===== src/rtl/buffer_reader.sv =====
// Pops len words from a registered-read buffer and streams them out as valid/ready.
// Latency: first m_valid two cycles after the first buf_rd_en; one word per cycle sustained.
// Backpressure: a 2-entry skid absorbs the read latency; reads are issued only when a skid slot is guaranteed.
module buffer_reader #(
    parameter int DWIDTH  = 16,
    parameter int MAX_LEN = 256,
    parameter int LEN_W   = $clog2(MAX_LEN + 1)
) (
    input  logic              clk,
    input  logic              rstn,
    input  logic              start,
    input  logic [LEN_W-1:0]  len,
    output logic              busy,
    output logic              done,
    output logic              buf_rd_en,
    input  logic [DWIDTH-1:0] buf_dout,
    input  logic              buf_empty,
    output logic              m_valid,
    output logic [DWIDTH-1:0] m_data,
    output logic              m_last,
    input  logic              m_ready
);

    typedef enum logic [1:0] {IDLE, RUN, FIN} state_t;

    state_t            state, state_nxt;
    logic [LEN_W-1:0]  len_q, issued_cnt, sent_cnt;
    logic              inflight;
    logic [1:0]        occ;
    logic [1:0]        tgt;
    logic [DWIDTH-1:0] d0, d1;
    logic              l0, l1;
    logic              pop, push, issue, accept, cap_last;

    assign pop     = m_valid & m_ready;
    assign push    = inflight;
    assign issue   = buf_rd_en & ~buf_empty;
    assign accept  = (state == IDLE) & start;
    assign m_valid = (occ != 2'd0);
    assign m_data  = d0;
    assign m_last  = m_valid & l0;
    assign tgt     = occ - {1'b0, pop};

    // issued_cnt already counts the word being captured, so it is the last one when it equals len_q
    assign cap_last = (issued_cnt == len_q);

    // Slot check: entries held plus the word in flight, minus the one leaving this cycle, must stay below 2
    assign buf_rd_en = (state == RUN) && (issued_cnt < len_q) &&
                       (({1'b0, occ} + {2'b0, inflight}) < (3'd2 + {2'b0, pop}));

    always_ff @(posedge clk or negedge rstn) begin
        if (!rstn) begin
            state <= IDLE;
        end else begin
            state <= state_nxt;
        end
    end

    always_comb begin
        state_nxt = state;
        busy      = 1'b0;
        done      = 1'b0;
        case (state)
            IDLE: begin
                if (start) state_nxt = (len == '0) ? FIN : RUN;
            end
            RUN: begin
                busy = 1'b1;
                if (pop && m_last) state_nxt = FIN;
            end
            FIN: begin
                done      = 1'b1;
                state_nxt = IDLE;
            end
            default: state_nxt = IDLE;
        endcase
    end

    always_ff @(posedge clk or negedge rstn) begin
        if (!rstn) begin
            len_q      <= '0;
            issued_cnt <= '0;
            sent_cnt   <= '0;
            inflight   <= 1'b0;
        end else begin
            inflight <= issue;
            if (accept) begin
                len_q      <= len;
                issued_cnt <= '0;
                sent_cnt   <= '0;
            end else begin
                if (issue) issued_cnt <= issued_cnt + LEN_W'(1);
                if (pop)   sent_cnt   <= sent_cnt + LEN_W'(1);
            end
        end
    end

    // Skid: entry 0 is the head; a pop shifts entry 1 forward, a push lands in the first free slot after the pop
    always_ff @(posedge clk or negedge rstn) begin
        if (!rstn) begin
            occ <= 2'd0;
            d0  <= '0;
            d1  <= '0;
            l0  <= 1'b0;
            l1  <= 1'b0;
        end else begin
            occ <= occ + {1'b0, push} - {1'b0, pop};
            if (pop && occ == 2'd2) begin
                d0 <= d1;
                l0 <= l1;
            end
            if (push) begin
                if (tgt == 2'd0) begin
                    d0 <= buf_dout;
                    l0 <= cap_last;
                end else begin
                    d1 <= buf_dout;
                    l1 <= cap_last;
                end
            end
        end
    end

endmodule


===== config.mk =====
export PLATFORM = sky130hd
export DESIGN_NAME = buffer_reader
export DESIGN_NICKNAME = d
export VERILOG_FILES = /design/src/rtl/buffer_reader.sv
export SDC_FILE = /design/constraint.sdc
export NUM_CORES = 1
export LEC_CHECK = 0
export BUFFER_PORTS_ARGS = -buffer_cell sky130_fd_sc_hd__buf_2
export CAP_MARGIN = 40
export CORE_MARGIN = 1.5
export CORE_UTILIZATION = 55
export CTS_BUF_LIST = sky130_fd_sc_hd__clkbuf_16
export CTS_CLUSTER_SIZE = 14
export DETAILED_ROUTE_END_ITERATION = 10
export GPL_ROUTABILITY_DRIVEN = 0
export PLACE_DENSITY = 0.81
export REMOVE_ABC_BUFFERS = 1
export SLEW_MARGIN = 30
export SYNTH_ARGS = -nofsm -noshare
export SYNTH_HDL_FRONTEND = slang
export SYNTH_SLANG_ARGS = --single-unit

===== constraint.sdc =====
create_clock -name clk -period 3.6 [get_ports clk]
set_input_delay 0.72 -clock clk [delete_from_list [all_inputs] [get_ports clk]]
set_output_delay 0.72 -clock clk [all_outputs]
set_load 0.01 [all_outputs]

## Word-level counts from Yosys, hierarchy flattened

Cells that the tools add are included.

- Flip-flop bits (word level): 57
- Input bits: 30
- Output and inout bits: 21
- Logic and storage cells: 54

- Add/subtract/negate cells: 6
- Order comparisons: 2
- Equality and inequality tests: 6
- Muxes and demuxes: 14
- Bitwise gates (word level): 6
- Reductions and logical operators: 11

Operators with widths:

| operator | count |
|---|---|
| $mux 16 | 3 |
| $mux 9 | 2 |
| $add 9x1->9 const B | 1 |
| $eq 9x9->1 | 1 |
| $logic_not 9->1 | 1 |
| $lt 9x9->1 | 1 |
| $mux 2 | 3 |
| $mux 1 | 5 |
| $and 1x1->1 | 4 |
| $eq 2x2->1 const B | 2 |
| $logic_and 1x1->1 | 4 |
| $logic_not 2->1 | 2 |
| $pmux 2 s2 | 1 |
| $reduce_and 2->1 | 2 |
| $reduce_bool 2->1 | 2 |
| $sub 2x1->2 | 2 |
| $add 2x1->3 | 1 |
| $add 2x1->3 const A | 1 |
| $lt 3x3->1 | 1 |
| $add 2x1->2 | 1 |
| $eq 2x1->1 const B | 1 |
| $ne 2x1->1 const B | 1 |
| $ne 2x2->1 const B | 1 |
| $not 1->1 | 2 |

## Longest topological paths before layout

Gate-level depths: netlist of run 1.

- Depth after elaboration: 8
- Mapped depth: 8
- Mapped depth without buffers: 7

## Worst setup path before layout of run 1

OpenSTA, ideal clock, no wires.

- Path type: reg-to-output
- From: reg issued_cnt[4]
- To: out buf_rd_en
- Arrival: 1,605 ps
- Data required time: 2,880 ps
- Slack: 1,275 ps
- Stages on the path, launching flop included: 6
- Path buffers: 0
- Path through: dfrtp_1 -> ha_1 -> nand4_2 -> o22a_2 -> a211oi_4 -> nor2_1

- Word-level cells in the longest chain between the ends: 3

RTL lines:

| element | RTL line | RTL |
|---|---|---|
| start: declaration | 27 | `logic [LEN_W-1:0] len_q, issued_cnt, sent_cnt;` |
| start signal: assignment | 92 | `if (issue) issued_cnt <= issued_cnt + LEN_W'(1);` |
| $lt 9x9->1 | 48 | `assign buf_rd_en = (state == RUN) && (issued_cnt < len_q) &&` |
| $logic_and 1x1->1 (2 in series) | 48 |  |
| end: declaration | 15 | `output logic buf_rd_en,` |

Every way passes these cells.

## Worst setup path after layout of run 1

Ends and elaborated chain as after synthesis.

==> run metrics, run 1 <==
CTS clk-pin slew, worst paths 0.05 ns; Slew HR 60.7%; TritonRoute pass-1 iters 4; CP Capture Type output pin; die area ~5500 um^2; Net Sw Frac 34.9%; top post-synthesis cells by area dfrtp_1 51%, mux2_2 7.2%, mux2i_1 7.2%, ha_1 6.3%, a21oi_1 3.6%; nets@finish 357; post-synthesis sequential area ratio 51.0%; Post-Synthesis Cells 256; crit path launch issued_cnt[4]; Initial Util 58.1%; Core Region 4820 um^2; vias around 2.1k; # rows 25; # DRC 0; CTS tree yes; highest clock rate 342 MHz; synth warn 0; Synth area leader dfrtp_1; Crit Path Max Fanout 10; wire per inst 14.8 um; overall power 3100 uW; layout cells sized above 1 between 30% and 40%; Crit Path Class register to output pin; P_int about 2000 uW; number of global-route vias before repair 2125; Die H about 74 um; Data arrival, critical path 2.21 ns; Tightest Pin Transition 0.589 ns; Num Clock Sinks between 50 and 60; P per Cell Area between 900 and 1000 nW/um^2; clock power share 26.0%; Hold-fix buffers, CTS 0; Placed Cells ~370; clk_lat worst skew 0.32 ns; post-synthesis cell type count 41; CP endpoint buf_rd_en; Leak roughly 0.0017 uW; initial antenna violation count 0; RR Startpoint issued_cnt[4]; slowest stage delay, CP 0.48 ns; drt initial violations 92; Tmin final around 3 ns; chip width 74.3 um; Avg Cell Area, Syn 10.9 um^2; post-CTS setup buffers 0; Final Skew ~0.0029 ns; final setup TNS 0 ns; #FFs+latches synth 57; GR Overflow Total 0; Reg2Reg Capture Point issued_cnt[2]; # port buffers 50; worst-path cell chain ha_1, nand4_2, o22a_2, a211oi_4, nor2_1, buf_2; reg-to-reg slack, setup roughly 1.3 ns; RSZ-0062 raised after global routing no; Post-Layout Cell Count 384; worst r2r path cells 6; clock buffer depth 2; Area Growth Syn to Fin 22.0%; Hold Fails Final Rpt 0; IO Pins 51; first-pass GRT wire length 9560 um; worst ir drop on vdd slightly above 500 uV; Via-to-Cell Ratio 5.35; part of the cycle the worst path needs 81.3%; root buffer cell clkbuf_16; min-delay worst type input port to async pin; Comb power frac between 30% and 40%; Final setup viols 0; CP Launch Type register; Slowest-stage cell, CP a211oi_4; H-Tree Depth 3; post-CTS resize count 0; Critical Path RT 2.88 ns; total routed wirelength about 5700 um; P_sw 1080 uW; dpl hpwl a little under 4000 um; post-route ant nets 0; All-Layer GR Usage 23.4%; status completed; sequential power share between 30% and 40%; Mapped Area 2800 um^2; Synth top area share 51.0%; max-cap viol count 0; Antenna Cells 0; Pins Over Slew Limit 0; largest net degree at the start of global routing 34; CTS Buf Count 9
-- state kept, by name, indices dropped and copies added, names as in the netlist --
name	cells
inflight	1
state	2
d1	16
l0	1
issued_cnt	9
occ	2
m_data	16
l1	1
len_q	9
-- through the flow --
stage | utilization, % | worst slack, ns | hold slack (ns) | area, um^2
final | 70.8 | 0.674 | 0.393 | 3410
after global routing | 70.8 | 0.599 | 0.449 | 3410
after CTS | 70.8 | 0.682 | 0.406 | 3410
after detailed placement | 64.9 | 1.01 | 0.461 | 3130
after global placement | 64.9 | 1.08 | 0.453 | 3130
after floorplan | - | 1.13 | 0.424 | 2760
-- Yosys cell counts --
library cell	n
nand4_1	2
clkbuf_1	5
nor3_1	4
buf_2	3
nor4_1	1
ha_1	14
o31ai_1	2
a221o_1	3
nor3b_1	1
xor2_1	2
o21ai_0	8
o21ai_1	2
dfrtp_1	57
and2_1	3
nand3_1	7
nor2_4	1
xnor2_1	2
nand3b_4	1
nor2_1	25
o21a_1	1
or4_1	2
inv_1	13
a211oi_4	1
and4_1	1
or2_2	1
a22o_1	1
nor2b_1	2
o22a_2	1
nand4_2	1
mux2_2	18
o21a_2	1
nor4b_1	1
a21oi_1	20
and2b_1	1
nand2_1	23
mux2i_1	20
a211o_1	1
a21oi_2	1
a31oi_1	1
and3_1	1
a21boi_2	1
-- worst max-delay path, delay by kind of cell (launching register included) --
family | cells | cell delay [ns]
DFF | 1 | 0.44
adders and majority gates | 1 | 0.37
AOI/OAI and AO/OA | 2 | 0.73
and+or+nand+nor | 2 | 0.20
buffers and inverters | 1 | 0.16
-- power groups by stage --
stage	Combinational, uW	Sequential [uW]	Clock (uW)
floorplan	812	1120	0
global placement	1140	1090	0
detailed placement	1180	1100	0
CTS	1210	1100	819
global route	1330	1140	842
finish	1200	1100	807
-- how the worst min path moves through the flow --
stage / from / end / slack [ns] / cells past startpoint
6_report: rstn / m_data[5] / 0.39 / 1
5_1_grt: rstn / m_data[5] / 0.45 / 1
4_1_cts: rstn / m_data[5] / 0.41 / 1
3_5_place_dp: state[1] / state[1] / 0.46 / 1
3_3_place_gp: state[1] / state[1] / 0.45 / 1
2_1_floorplan: rstn / d1[0] / 0.42 / 0
-- final cells by class --
class	count	area, um^2
sequential	57	1430
fill	357	1410
multi-input combinational	178	1290
timing repair buffer	54	280
clock buffer	9	225
tap	67	83.8
clock inverter	6	60.1
inverter	13	48.8
-- layout by cell type (no fill, tap or decap), types with 3 or more instances in the layout --
cell        n
mux2_2     18
ha_1       14
clkbuf_16   9
mux2i_1    20
nand3_1     7
o21ai_0     8
and2_1      3
a221o_1     3
buf_2      50
buf_4       4
inv_1      13
nand2_1    23
dfrtp_1    57
nor3_1      4
nor2_1     25
a21oi_1    20
clkinv_2    3
-- routing by layer --
layer  global-route usage [%]  vias to the layer above  wire length (um)
met1                     28.0                      980              2480
met3                     5.69                       11               184
met5                        0                        -                 0
met2                     39.8                       43              2950
li1                         -                     1020                 -
met4                     11.1                        0                76
-- logic make-up (layout without fill, tap and decap cells) --
group           count (synthesis)  after routing  synth area share (%)
flops                          57             57                  51.0
compound gates                 44             44                  10.2
buf+inv                        21             82                  2.95
mux                            38             38                  14.4
simple gates                   78             78                  13.9
xor+xnor                        4              4                  1.25
fa+ha+maj                      14             14                  6.26
No activity file was read; power rests on OpenSTA's default activity.
==> run 2: changes to the inputs <==
--- a/config.mk
+++ b/config.mk
@@ -5,15 +5,16 @@
 export SDC_FILE = /design/constraint.sdc
 export NUM_CORES = 1
 export LEC_CHECK = 0
+export ABC_AREA = 1
 export BUFFER_PORTS_ARGS = -buffer_cell sky130_fd_sc_hd__buf_2
 export CAP_MARGIN = 40
 export CORE_MARGIN = 1.5
-export CORE_UTILIZATION = 55
+export CORE_UTILIZATION = 50
 export CTS_BUF_LIST = sky130_fd_sc_hd__clkbuf_16
 export CTS_CLUSTER_SIZE = 14
 export DETAILED_ROUTE_END_ITERATION = 10
 export GPL_ROUTABILITY_DRIVEN = 0
-export PLACE_DENSITY = 0.81
+export PLACE_DENSITY = 0.77
 export REMOVE_ABC_BUFFERS = 1
 export SLEW_MARGIN = 30
 export SYNTH_ARGS = -nofsm -noshare
==> constraint.sdc (replaced) <==
create_clock -name clk -period 2.5 [get_ports clk]
set_input_delay 0.5 -clock clk [delete_from_list [all_inputs] [get_ports clk]]
set_output_delay 0.5 -clock clk [all_outputs]
set_load 0.01 [all_outputs]
==> run metrics, run 2 <==
RSZ-0062 raised after global routing no (unchanged); synth warn 0 (unchanged); clock power share 28.6% (was 26.0%); H-Tree Depth 3 (unchanged); # port buffers 50 (unchanged); Num Clock Sinks 57 (unchanged); status completed (unchanged); root buffer cell clkbuf_16 (unchanged); # rows 27 (was 25); synth cell count leaders 66 x nand2_1, 57 x dfrtp_1, 53 x inv_1 (was 57 x dfrtp_1, 25 x nor2_1, 23 x nand2_1); post-synthesis sequential area ratio 49.0% (was 51.0%); Slew HR 59.9% (was 60.7%); M1 WL 2740 um (was 2480 um); IO Pins 51 (unchanged); Via-to-Cell Ratio 5.13 (was 5.35); Mapped Area 2910 um^2 (was 2800 um^2); All-Layer GR Usage 21.4% (was 23.4%); slowest stage delay, CP 0.42 ns (was 0.48 ns); CP Capture Type output pin (unchanged); Avg Cell Area, Syn 8.80 um^2 (was 10.9 um^2); Initial Util 52.2% (was 58.1%); post-synthesis cell type count 28 (was 41); clock buffer depth 2 (unchanged); largest net degree at the start of global routing 35 (was 34); Synth top area share 49.0% (was 51.0%); clk_lat worst skew 0.32 ns (about the same); top post-synthesis cells by area dfrtp_1 49%, nand2_1 8.5%, inv_1 6.8%, ha_1 6.0%, o21ai_0 4.1% (was dfrtp_1 51%, mux2_2 7.2%, mux2i_1 7.2%, ha_1 6.3%, a21oi_1 3.6%); P per Cell Area 1240 nW/um^2 (was 909 nW/um^2); Post-Layout Cell Count 466 (was 384); Placed Cells 449 (was 369); TritonRoute pass-1 iters 4 (unchanged); highest clock rate 424 MHz; final setup TNS 0 ns (unchanged); Post-synth EDFFs 0 (unchanged); CTS Buf Count 9 (unchanged); GR Overflow Total 0 (unchanged); Final Skew 0.00536 ns (was 0.00291 ns); Top delay family on crit path flip-flops (was compound AO/OA/AOI/OAI gates); CTS clk-pin slew, worst paths 0.05 ns (about the same); overall power 4440 uW (was 3100 uW); Die H 79.3 um (was 74.3 um); chip width 79.3 um (was 74.3 um); max-cap viol count 0 (unchanged); count leader, synth nand2_1 (was dfrtp_1); CTS tree yes (unchanged); ys flop type dfrtp_1 (unchanged); P_sw 1560 uW (was 1080 uW); Storage cell area 1430 um^2 (about the same); routed wl met3 260 um (was 184 um); Final setup viols 0 (unchanged); vias 2391 (was 2054); Synth area leader dfrtp_1 (unchanged); Data arrival, critical path 1.86 ns (was 2.21 ns); Final WS setup 0.142 ns (was 0.674 ns); worst hold slack 0.438 ns (was 0.393 ns); Crit Path Max Fanout 4 (was 10); # DRC 0 (unchanged); total routed wirelength 5960 um (was 5680 um); commonest non-fill, non-tap cell in the layout nand2_1 (was dfrtp_1); Antenna Cells 0 (unchanged); post-CTS setup buffers 0 (unchanged); min-delay worst type input port to register (was input port to async pin); Hold Fails Final Rpt 0 (unchanged); drt initial violations 111 (was 92); Tmin final between 2 and 2.5 ns; multi-input combinational cell area 1220 um^2 (was 1290 um^2); Critical Path RT 2.00 ns (was 2.88 ns); Pins Over Slew Limit 0 (unchanged); metal2 WL 2870 um (was 2950 um); Leak 0.00198 uW (was 0.00171 uW); Comb power frac 36.9% (was 38.6%); reg-to-reg slack, setup 0.35 ns (was 1.31 ns); Post-Synthesis Cells 331 (was 256); first-pass GRT wire length 10300 um (was 9560 um); nets@finish 433 (was 357); worst-path cell chain ha_1, nand2_1, inv_1, a21oi_1, nand4_1, nor2_2, buf_2 (was ha_1, nand4_2, o22a_2, a211oi_4, nor2_1, buf_2); #FFs+latches synth 57 (unchanged); Core Region 5570 um^2 (was 4820 um^2); DR top layer met4 (unchanged); Tightest Pin Transition 0.600 ns (was 0.589 ns); CP Launch Type register (unchanged); part of the cycle the worst path needs 94.3%; async set-or-reset flop fraction in the synthesized netlist 100% (unchanged); Slowest-stage cell, CP dfrtp_1 (was a211oi_4); worst ir drop on vdd 522 uV (was 506 uV); post-route ant nets 0 (unchanged); number of global-route vias before repair 2299 (was 2125); P_int 2870 uW (was 2020 uW); wire per inst 12.8 um (was 14.8 um); DP Worst Slack 0.350 ns (was 1.01 ns); Crit Path Class register to output pin (unchanged); sequential power share 34.5% (was 35.4%); worst path buffer plus inverter count 2 (was 1); layout cells sized above 1 23.1% (was 30.3%); die area 6290 um^2 (was 5520 um^2); Area Growth Syn to Fin 23.0% (was 22.0%); commonest non-fill, non-tap cells in the layout 66 x nand2_1, 56 x dfrtp_1, 53 x inv_1 (was 57 x dfrtp_1, 50 x buf_2, 25 x nor2_1); initial antenna violation count 0 (unchanged); dpl hpwl 4180 um (was 3860 um); fillers 489 (was 357); Net Sw Frac 35.2% (was 34.9%)
run 2: timing repair:
item                       in CTS  in global routing
hold endpoints to repair        4                  0
hold buffers                    1                  0
setup endpoints to repair       0                  1
gates resized for setup         0                  2
run 2: final timing paths:
kind,from,end,cells past startpoint
setup / recovery,issued_cnt[8],buf_rd_en,7
hold / removal,buf_dout[14],d1[14],2
setup reg to reg,occ[0],d1[0],8
hold reg to reg,l1,l1,2
max in group asynchronous,rstn,issued_cnt[4],3
min in group asynchronous,rstn,d1[11],2
run 2: cell families (layout without fill, tap and decap cells):
| family | after synthesis | after routing | synth area share [%] |
|---|---|---|---|
| muxes | 10 | 10 | 4.38 |
| xor gates and xnor gates | 8 | 8 | 2.66 |
| buffers and inverters | 67 | 130 | 9.15 |
| adders and majority gates | 14 | 14 | 6.02 |
| AOI/OAI and AO/OA | 49 | 49 | 9.75 |
| DFF | 57 | 57 | 49.0 |
| and+or+nand+nor | 126 | 126 | 19.0 |
run 2: power by group through the flow:
stage | logic [uW] | registers (uW) | clock network (uW)
global placement | 1570 | 1530 | 0
CTS | 1660 | 1530 | 1290
floorplan | 1020 | 1590 | 0
detailed placement | 1630 | 1540 | 0
finish | 1640 | 1530 | 1270
global route | 1880 | 1580 | 1340
run 2: layer usage:
layer	GRT usage [%]	up-vias
met4	5.79	0
met3	6.55	9
met2	34.4	60
met1	28.0	1126
met5	0	-
li1	-	1196
run 2: cell type report:
class	instances	share of cell area, %
clock buffers	9	6.29
clock inverters	7	2.38
inverters	54	5.70
multi-input cells	207	34.1
flip-flops and latches	57	39.9
well taps	72	2.52
repair buffers	60	9.15
run 2: worst reg2reg max path, delay by kind of cell, from the launching register on:
| family | cells | cell delay [ns] |
|---|---|---|
| AO/OA/AOI/OAI | 1 | 0.27 |
| buffers and inverters | 2 | 0.28 |
| multiplexers | 1 | 0.34 |
| XOR/XNOR | 1 | 0.21 |
| AND/OR/NAND/NOR | 2 | 0.34 |
| flip-flops | 1 | 0.40 |
| adder cells (fa/ha/maj) | 1 | 0.21 |
run 2: metrics by stage:
step	instance area [um^2]	util (%)
floorplan	2850	-
global placement	3260	58.4
detailed placement	3260	58.4
CTS	3580	64.2
global route	3580	64.2
finish	3580	64.2
